===== src/rtl/cpu_pkg.sv =====
// rtl/cpu_pkg.sv - shared CPU types and constants for fetch and decode
package cpu_pkg;

  localparam int XLEN = 32;

  localparam logic [XLEN-1:0] NOP_INST = 32'h0000_0013;

  localparam logic [6:0] OP_IMM = 7'b0010011;
  localparam logic [6:0] OP     = 7'b0110011;
  localparam logic [6:0] LUI    = 7'b0110111;
  localparam logic [6:0] LOAD   = 7'b0000011;
  localparam logic [6:0] STORE  = 7'b0100011;
  localparam logic [6:0] JALR   = 7'b1100111;

  typedef enum logic [2:0] {
    IDLE  = 3'd0,
    FETCH = 3'd1,
    WAIT  = 3'd2,
    HOLD  = 3'd3,
    DROP  = 3'd4
  } fetch_state_t;

endpackage


===== src/rtl/ifetch_if.sv =====
// rtl/ifetch_if.sv - fetch stage bus: imem req/gnt/rvalid, decode handshake, redirect
interface ifetch_if;

  logic                     imem_req;
  logic [cpu_pkg::XLEN-1:0] imem_addr;
  logic                     imem_gnt;
  logic                     imem_rvalid;
  logic [cpu_pkg::XLEN-1:0] imem_rdata;
  logic                     inst_valid;
  logic                     inst_ready;
  logic [cpu_pkg::XLEN-1:0] inst;
  logic [cpu_pkg::XLEN-1:0] inst_pc;
  logic                     redirect_valid;
  logic [cpu_pkg::XLEN-1:0] redirect_pc;

  modport master (
    output imem_req, imem_addr, inst_valid, inst, inst_pc,
    input  imem_gnt, imem_rvalid, imem_rdata, inst_ready, redirect_valid, redirect_pc
  );

  modport slave (
    input  imem_req, imem_addr, inst_valid, inst, inst_pc,
    output imem_gnt, imem_rvalid, imem_rdata, inst_ready, redirect_valid, redirect_pc
  );

endinterface


===== src/rtl/ifetch.sv =====
// rtl/ifetch.sv - instruction fetch: PC, one-outstanding imem fetch, decode buffer
module ifetch #(
  parameter logic [31:0] RESET_PC = 32'h0000_0000,
  parameter logic [31:0] NOP_INST = 32'h0000_0013
) (
  input logic      clk,
  input logic      rst_n,
  ifetch_if.master bus
);
  import cpu_pkg::*;

  localparam logic [XLEN-1:0] PC_INIT = {RESET_PC[XLEN-1:2], 2'b00};

  fetch_state_t    state_q, state_d;
  logic [XLEN-1:0] pc_q, pc_d;
  logic [XLEN-1:0] inst_q, inst_d;
  logic [XLEN-1:0] inst_pc_q, inst_pc_d;

  always_comb begin
    state_d   = state_q;
    pc_d      = pc_q;
    inst_d    = inst_q;
    inst_pc_d = inst_pc_q;
    if (bus.redirect_valid) begin
      pc_d   = {bus.redirect_pc[XLEN-1:2], 2'b00};
      inst_d = NOP_INST;
      // A granted or already outstanding request must still be drained.
      case (state_q)
        FETCH:      state_d = bus.imem_gnt ? DROP : FETCH;
        WAIT, DROP: state_d = DROP;
        default:    state_d = FETCH;
      endcase
    end else begin
      case (state_q)
        IDLE: state_d = FETCH;
        FETCH: begin
          if (bus.imem_gnt) state_d = WAIT;
        end
        WAIT: begin
          if (bus.imem_rvalid) begin
            inst_d    = bus.imem_rdata;
            inst_pc_d = pc_q;
            state_d   = HOLD;
          end
        end
        HOLD: begin
          if (bus.inst_ready) begin
            pc_d    = pc_q + 32'd4;
            inst_d  = NOP_INST;
            state_d = FETCH;
          end
        end
        DROP: begin
          if (bus.imem_rvalid) state_d = FETCH;
        end
        default: state_d = IDLE;
      endcase
    end
  end

  always_ff @(posedge clk or negedge rst_n) begin
    if (!rst_n) begin
      state_q   <= IDLE;
      pc_q      <= PC_INIT;
      inst_q    <= NOP_INST;
      inst_pc_q <= PC_INIT;
    end else begin
      state_q   <= state_d;
      pc_q      <= pc_d;
      inst_q    <= inst_d;
      inst_pc_q <= inst_pc_d;
    end
  end

  assign bus.imem_req   = (state_q == FETCH);
  assign bus.imem_addr  = pc_q;
  assign bus.inst_valid = (state_q == HOLD);
  assign bus.inst       = inst_q;
  assign bus.inst_pc    = inst_pc_q;

endmodule


===== src/flat_wrapper.sv =====
// flat-port wrapper written by rule: the top's interface ports become plain ports
module ifetch_flat import cpu_pkg::*;
#(
  parameter logic [31:0] RESET_PC = 32'h0000_0000,
  parameter logic [31:0] NOP_INST = 32'h0000_0013
)
  (clk, rst_n, bus_imem_req, bus_imem_addr, bus_inst_valid, bus_inst, bus_inst_pc, bus_imem_gnt, bus_imem_rvalid, bus_imem_rdata, bus_inst_ready, bus_redirect_valid, bus_redirect_pc);
  ifetch_if bus_i ();
  input logic clk;
  input logic rst_n;
  output wire logic [$bits(bus_i.imem_req)-1:0] bus_imem_req;
  output wire logic [$bits(bus_i.imem_addr)-1:0] bus_imem_addr;
  output wire logic [$bits(bus_i.inst_valid)-1:0] bus_inst_valid;
  output wire logic [$bits(bus_i.inst)-1:0] bus_inst;
  output wire logic [$bits(bus_i.inst_pc)-1:0] bus_inst_pc;
  input wire logic [$bits(bus_i.imem_gnt)-1:0] bus_imem_gnt;
  input wire logic [$bits(bus_i.imem_rvalid)-1:0] bus_imem_rvalid;
  input wire logic [$bits(bus_i.imem_rdata)-1:0] bus_imem_rdata;
  input wire logic [$bits(bus_i.inst_ready)-1:0] bus_inst_ready;
  input wire logic [$bits(bus_i.redirect_valid)-1:0] bus_redirect_valid;
  input wire logic [$bits(bus_i.redirect_pc)-1:0] bus_redirect_pc;
  assign bus_imem_req = bus_i.imem_req;
  assign bus_imem_addr = bus_i.imem_addr;
  assign bus_inst_valid = bus_i.inst_valid;
  assign bus_inst = bus_i.inst;
  assign bus_inst_pc = bus_i.inst_pc;
  assign bus_i.imem_gnt = bus_imem_gnt;
  assign bus_i.imem_rvalid = bus_imem_rvalid;
  assign bus_i.imem_rdata = bus_imem_rdata;
  assign bus_i.inst_ready = bus_inst_ready;
  assign bus_i.redirect_valid = bus_redirect_valid;
  assign bus_i.redirect_pc = bus_redirect_pc;
  ifetch #(.RESET_PC(RESET_PC), .NOP_INST(NOP_INST)) u_core (.clk(clk), .rst_n(rst_n), .bus(bus_i));
endmodule

===== config.mk =====
export PLATFORM = sky130hd
export DESIGN_NAME = ifetch_flat
export DESIGN_NICKNAME = d
export VERILOG_FILES = /design/src/rtl/cpu_pkg.sv /design/src/rtl/ifetch_if.sv /design/src/rtl/ifetch.sv /design/src/flat_wrapper.sv
export SDC_FILE = /design/constraint.sdc
export NUM_CORES = 1
export LEC_CHECK = 0
export CORE_ASPECT_RATIO = 0.6
export CORE_MARGIN = 2
export CORE_UTILIZATION = 44
export CTS_CLUSTER_DIAMETER = 60
export DETAILED_ROUTE_END_ITERATION = 10
export HOLD_SLACK_MARGIN = 0.08
export PLACE_DENSITY = 0.85
export SETUP_SLACK_MARGIN = 0.5
export SYNTH_ARGS = -nofsm -noshare
export SYNTH_HDL_FRONTEND = slang
export SYNTH_SLANG_ARGS = --single-unit

===== constraint.sdc =====
create_clock -name clk -period 2.2 [get_ports clk]
set_input_delay 0.44 -clock clk [delete_from_list [all_inputs] [get_ports clk]]
set_output_delay 0.44 -clock clk [all_outputs]
set_load 0.03 [all_outputs]

# [After elaboration in Yosys (flattened, before gate mapping)]
# Cells that the tools add are included.
[classes] n_reduce_logical=9 n_mux=15 bitwise=1 n_addsub=1 eq_ne=8
[op_table] op="$mux 32" count=6
[op_table] op="$pmux 32 s2" count=1
[op_table] op="$add 32x3->32 const B" count=1
[op_table] op="$mux 3" count=6
[op_table] op="$pmux 3 s5" count=1
[op_table] op="$eq 3x2->1 const B" count=2
[op_table] op="$ne 3x1->1 const B" count=2
[op_table] op="$ne 3x3->1 const B" count=2
[op_table] op="$pmux 3 s2" count=1
[op_table] op="$reduce_and 3->1" count=2
[op_table] op="$reduce_and 4->1" count=1
[op_table] op="$reduce_bool 2->1" count=2
[op_table] op="$eq 3x1->1 const B" count=1
[op_table] op="$eq 3x3->1 const B" count=1
[op_table] op="$logic_not 3->1" count=1
[op_table] op="$reduce_bool 3->1" count=1
[op_table] op="$reduce_and 2->1" count=1
[op_table] op="$reduce_or 2->1" count=1
[op_table] op="$not 1->1" count=1
[totals] inputBits=70 output_inout_bits=98 ff_bits=99

# [Depth between registers and ports, before layout]
[logic_depth] depth_word=4 mapped_depth=8 depth_no_buf=5

# [Worst setup path before layout]
# OpenSTA, ideal clock, no wires.
[synth_path] kind="register to register" start="register u_core.pc_q[2], in the netlist u_core.bus.imem_addr[2]" end="register u_core.pc_q[26], in the netlist u_core.bus.imem_addr[26]" arrival_ps=1883 period_less_slack_ps=2007 path_buffers=1 slack_ps=193 path_stages_with_launch=7 cell_sequence="dfrtp_1 -> ha_1 -> and4_1 -> clkbuf_1 -> nand2_1 -> o31a_1 -> o31a_1"
[synth_via] elab_chain_len=4
[synth_rtl] item="start, declared" line="ifetch.sv:15" source="logic [XLEN-1:0] pc_q, pc_d;"
[synth_rtl] item="start signal, assigned" line="ifetch.sv:69" source="pc_q <= pc_d;"
[synth_rtl] item="$add 32x3->32" line="ifetch.sv:48" source="pc_d = pc_q + 32'd4;"
[synth_rtl] item="$mux 32" line="ifetch.sv:47" source="if (bus.inst_ready) begin"
[synth_rtl] item="$mux 32" line="ifetch.sv:34" source="case (state_q)"
[synth_rtl] item="$mux 32" line="ifetch.sv:24" source="if (bus.redirect_valid) begin"
# Every way passes these cells. The select of a mux whose other input is x is not followed.
# A chain may end at the register's enable or synchronous reset.

# [Final worst setup path]
[layout_path] start="register u_core.state_q[2]" end="register u_core.pc_q[16], in the netlist u_core.bus.imem_addr[16]"
[layout_via] elab_chain_len=3
[layout_rtl] item="start, declared" line="ifetch.sv:14" source="fetch_state_t state_q, state_d;"
[layout_rtl] item="start signal, assigned" line="ifetch.sv:68" source="state_q <= state_d;"
[layout_rtl] item="$eq 3x2->1" line="ifetch.sv:34"
[layout_rtl] item="$reduce_bool 2->1 (no source line)"
[layout_rtl] item="$reduce_and 2->1 (no source line)"
# Every way passes these cells.

==> summary.txt <==
Yosys
  – Synth top area cells: dfrtp_1 (52%), mux2_2 (7.6%), nand2_1 (7.3%)
  – Post-synth top area cell: dfrtp_1
  – Seq/Total Area, Yosys: 0.534
  – Yosys top cell area share: 0.516
  – Synthesized area per cell: 10.0 um2
  – Mapped Area: 4460 um2
  – Ys flop type: dfrtp_1
  – Post-synth EDFFs: 0
  – Synth cell types: 44
  – Flops & latches, synth: 95
  – Synth warnings: 0
  – FFs w/ async S/R, synth: 1.00
  – Mapped Cells: 446

Clocking
  – CTS max path bufs: 2
  – Sink Count: 95
  – Clock Latency Late Sink: 0.34 ns
  – Num CTS Buffers: 9
  – Root Buffer: clkbuf_16
  – Clock-pin slew on the worst setup and hold paths: 0.06 ns
  – H-Tree Depth: 3
  – TritonCTS clock tree: done

Critical path
  – R2R Path Start: u_core.state_q[2]$_DFFE_PN0P_
  – Critical R2R Capture: u_core.bus.imem_addr[16]$_DFFE_PN0P_
  – Reg2reg setup slack: 0.36 ns
  – Category of the critical setup timing path: flip-flop to flip-flop
  – Critical path endpoint category: flip-flop
  – Crit-path max cell delay: 0.46 ns
  – CP required: 2.43 ns
  – Crit-path max FO: 11
  – CP Launch Type: flip-flop
  – Critical path arrival: 2.07 ns
  – Crit-path cells: and4b_2 > buf_4 > buf_6 > nand3_1 > or4_1 > o211ai_1
  – Slowest CP cell: or4_1
  – R2R depth: 6

Final layout
  – Fillers: 713
  – Final instance area: 7210 um2
  – Antenna diodes: 0
  – Layout Cells excl Fill: 797
  – Layout cells sized above 1: 0.275
  – Final layout net count: 728
  – Syn-to-layout area delta: 61.6%
  – Util after Layout: 0.732

STA
  – Fin crit share: 0.834
  – Setup-failing EPs final: 0
  – Hold violation count in the final report: 0
  – RSZ-0062 raised after global routing: true
  – TNS Setup: 0 ns
  – Skew final: 0.00390 ns
  – Final Critical Period: 1.84 ns
  – Slew Limit Fails: 0
  – Final hold slack: 0.477 ns
  – Upper clock frequency limit: 545 MHz
  – PnR worst setup slack: 0.364 ns

Routing
  – Detailed-route wire length per cell: 18.0 um
  – Via density per instance: 5.39
  – Routed Antenna Nets: 0
  – DRT Pass-1 Iters: 5
  – Routed vias: 4296
  – Initial DRC Count: 387
  – DRC: 0
  – WL final: 14300 um

GRT
  – M1 GR Usage: 0.337
  – Busiest grt layer: met2
  – Total global-route track usage: 0.250
  – GRT met3 Usage: 0.0617
  – Vias in the first global route: 4169
  – Largest net degree at the start of global routing: 65
  – First-pass GRT wire length: 21400 um
  – Grt met2 use: 0.414
  – Initial antenna violation count: 0
  – Overflow after GRT: 0

Die
  – Core area: 9840 um2
  – # rows: 28
  – Starting Density: 0.453
  – I/O pins: 168
  – Die height: 82 um
  – DIE AREA: 11000 um2
  – Die Span X: 134 um

Placement
  – DP Worst Slack: -0.0562 ns
  – Cells after DPL: 731
  – Port buffer count: 161
  – Final Wtd Congestion: 0.822
  – Post-DP HPWL: 8940 um
  – Placed Area: 6310 um2

Worst hold path
  – HP Class: flip-flop to flip-flop
  – HP Start: u_core.bus.inst[16]$_DFFE_PN0P_
  – Hold Path Cell Cnt: 2
  – Hold EP: u_core.bus.inst[16]$_DFFE_PN0P_

Power and ir drop
  – Leakage: 3.28 nW
  – Max VDD drop: 693 uV
  – Tot Pwr: 7.45 mW
  – Cell Pwr Density: 1030 nW/um2

Flow run
  – Max capacitance violation total: 0

Outcome
  – Status: finished, final reports clean
layout by cell type (no fill, tap or decap), drive strengths merged, types with 2 or more instances in the layout:
| cell | instances |
|---|---|
| or4 | 12 |
| conb | 4 |
| dlygate4sd2 | 85 |
| nor2b | 2 |
| o31a | 2 |
| clkdlybuf4s15 | 2 |
| nand2 | 87 |
| bufinv | 2 |
| or3 | 4 |
| xnor2 | 3 |
| nor3b | 2 |
| a31oi | 15 |
| nand4 | 18 |
| clkdlybuf4s50 | 64 |
| clkbuf | 20 |
| nand3 | 10 |
| and3 | 4 |
| clkinv | 2 |
| dfrtp | 92 |
| o21ai | 51 |
| nor2 | 24 |
| xor2 | 10 |
| buf | 68 |
| or3b | 2 |
| o31ai | 12 |
| a21oi | 2 |
| inv | 2 |
| nor4 | 2 |
| dfstp | 3 |
| mux2 | 30 |
| and2 | 7 |
| and4 | 4 |
where the power goes:
group	leakage, nW	switching [mW]	internal, mW	total, mW
clock network	0.156	0.658	1.03	1.69
registers	1.15	0.317	2.23	2.55
logic	1.97	1.85	1.37	3.22
synthesized netlist by cell type, drive strengths merged, types with 3 or more instances:
library cell / count
and3: 4
or3: 4
nor2: 24
o21ai: 51
xor2: 10
dfstp: 3
dfrtp: 92
nand4: 16
o31ai: 12
and2: 7
and4: 4
clkbuf: 16
a31oi: 15
or4: 12
nand2: 87
nand3: 10
xnor2: 3
buf: 18
mux2: 30
logic make-up (layout without fill, tap and decap cells):
family	count (synthesis)	count (layout)	share of synthesized area
other	1	4	0.000840
buffers and inverters	36	247	0.0421
DFF	95	95	0.534
and+or+nand+nor	180	182	0.200
xor gates and xnor gates	13	13	0.0255
muxes	31	31	0.0780
adders and majority gates	1	1	0.00280
AOI/OAI and AO/OA	89	89	0.117
worst max path at each step:
stage                                        start                                   end  slack [ns]  depth (start not counted)
6_report             u_core.state_q[2]$_DFFE_PN0P_  u_core.bus.imem_addr[16]$_DFFE_PN0P_        0.36                          6
3_3_place_gp                        bus_inst_ready  u_core.bus.imem_addr[30]$_DFFE_PN0P_       -0.04                          6
5_1_grt        u_core.bus.imem_addr[7]$_DFFE_PN0P_  u_core.bus.imem_addr[22]$_DFFE_PN0P_        0.32                          6
3_5_place_dp                        bus_inst_ready  u_core.bus.imem_addr[30]$_DFFE_PN0P_       -0.06                          6
4_1_cts              u_core.state_q[2]$_DFFE_PN0P_                          bus_imem_req        0.35                          3
2_1_floorplan  u_core.bus.imem_addr[7]$_DFFE_PN0P_  u_core.bus.imem_addr[21]$_DFFE_PN0P_        0.45                          6
area by class of cell:
| type | count | area (um2) | area share |
|---|---|---|---|
| Sequential cell | 95 | 2410 | 0.334 |
| Tap cell | 135 | 169 | 0.0234 |
| Multi-Input combinational cell | 320 | 2170 | 0.302 |
| Timing Repair Buffer | 229 | 2130 | 0.295 |
| Clock inverter | 5 | 81.3 | 0.0113 |
| Inverter | 2 | 7.51 | 0.00104 |
| Clock buffer | 11 | 243 | 0.0337 |
timing repair:
item | CTS | global route
resized for setup | 134 | 68
setup buffers | 33 | 12
endpoints found under the setup margin | 114 | 85
hold buffers | 1 | 0
pin swaps | 26 | 23
gates cloned | 2 | 2
endpoints found under the hold margin | 20 | 0
worst max-delay path: cells and delay by family, from the launching register on:
family | cells | cell delay (ns)
buf+inv | 2 | 0.26
flops | 1 | 0.43
compound gates | 1 | 0.15
simple gates | 3 | 0.88
per-layer routing:
metal | up-vias | routed length [um]
li1 | 1997 | -
met1 | 2100 | 6400
met2 | 174 | 6780
met3 | 25 | 904
met4 | 0 | 237
met5 | - | 0
state kept, by name, summed over array words and instances (netlist names):
register / cells
u_core.bus.inst: 32
u_core.bus.imem_addr: 30
u_core.state_q: 3
u_core.bus.inst_pc: 30
Note: power is estimated with default switching activity, not from simulation.
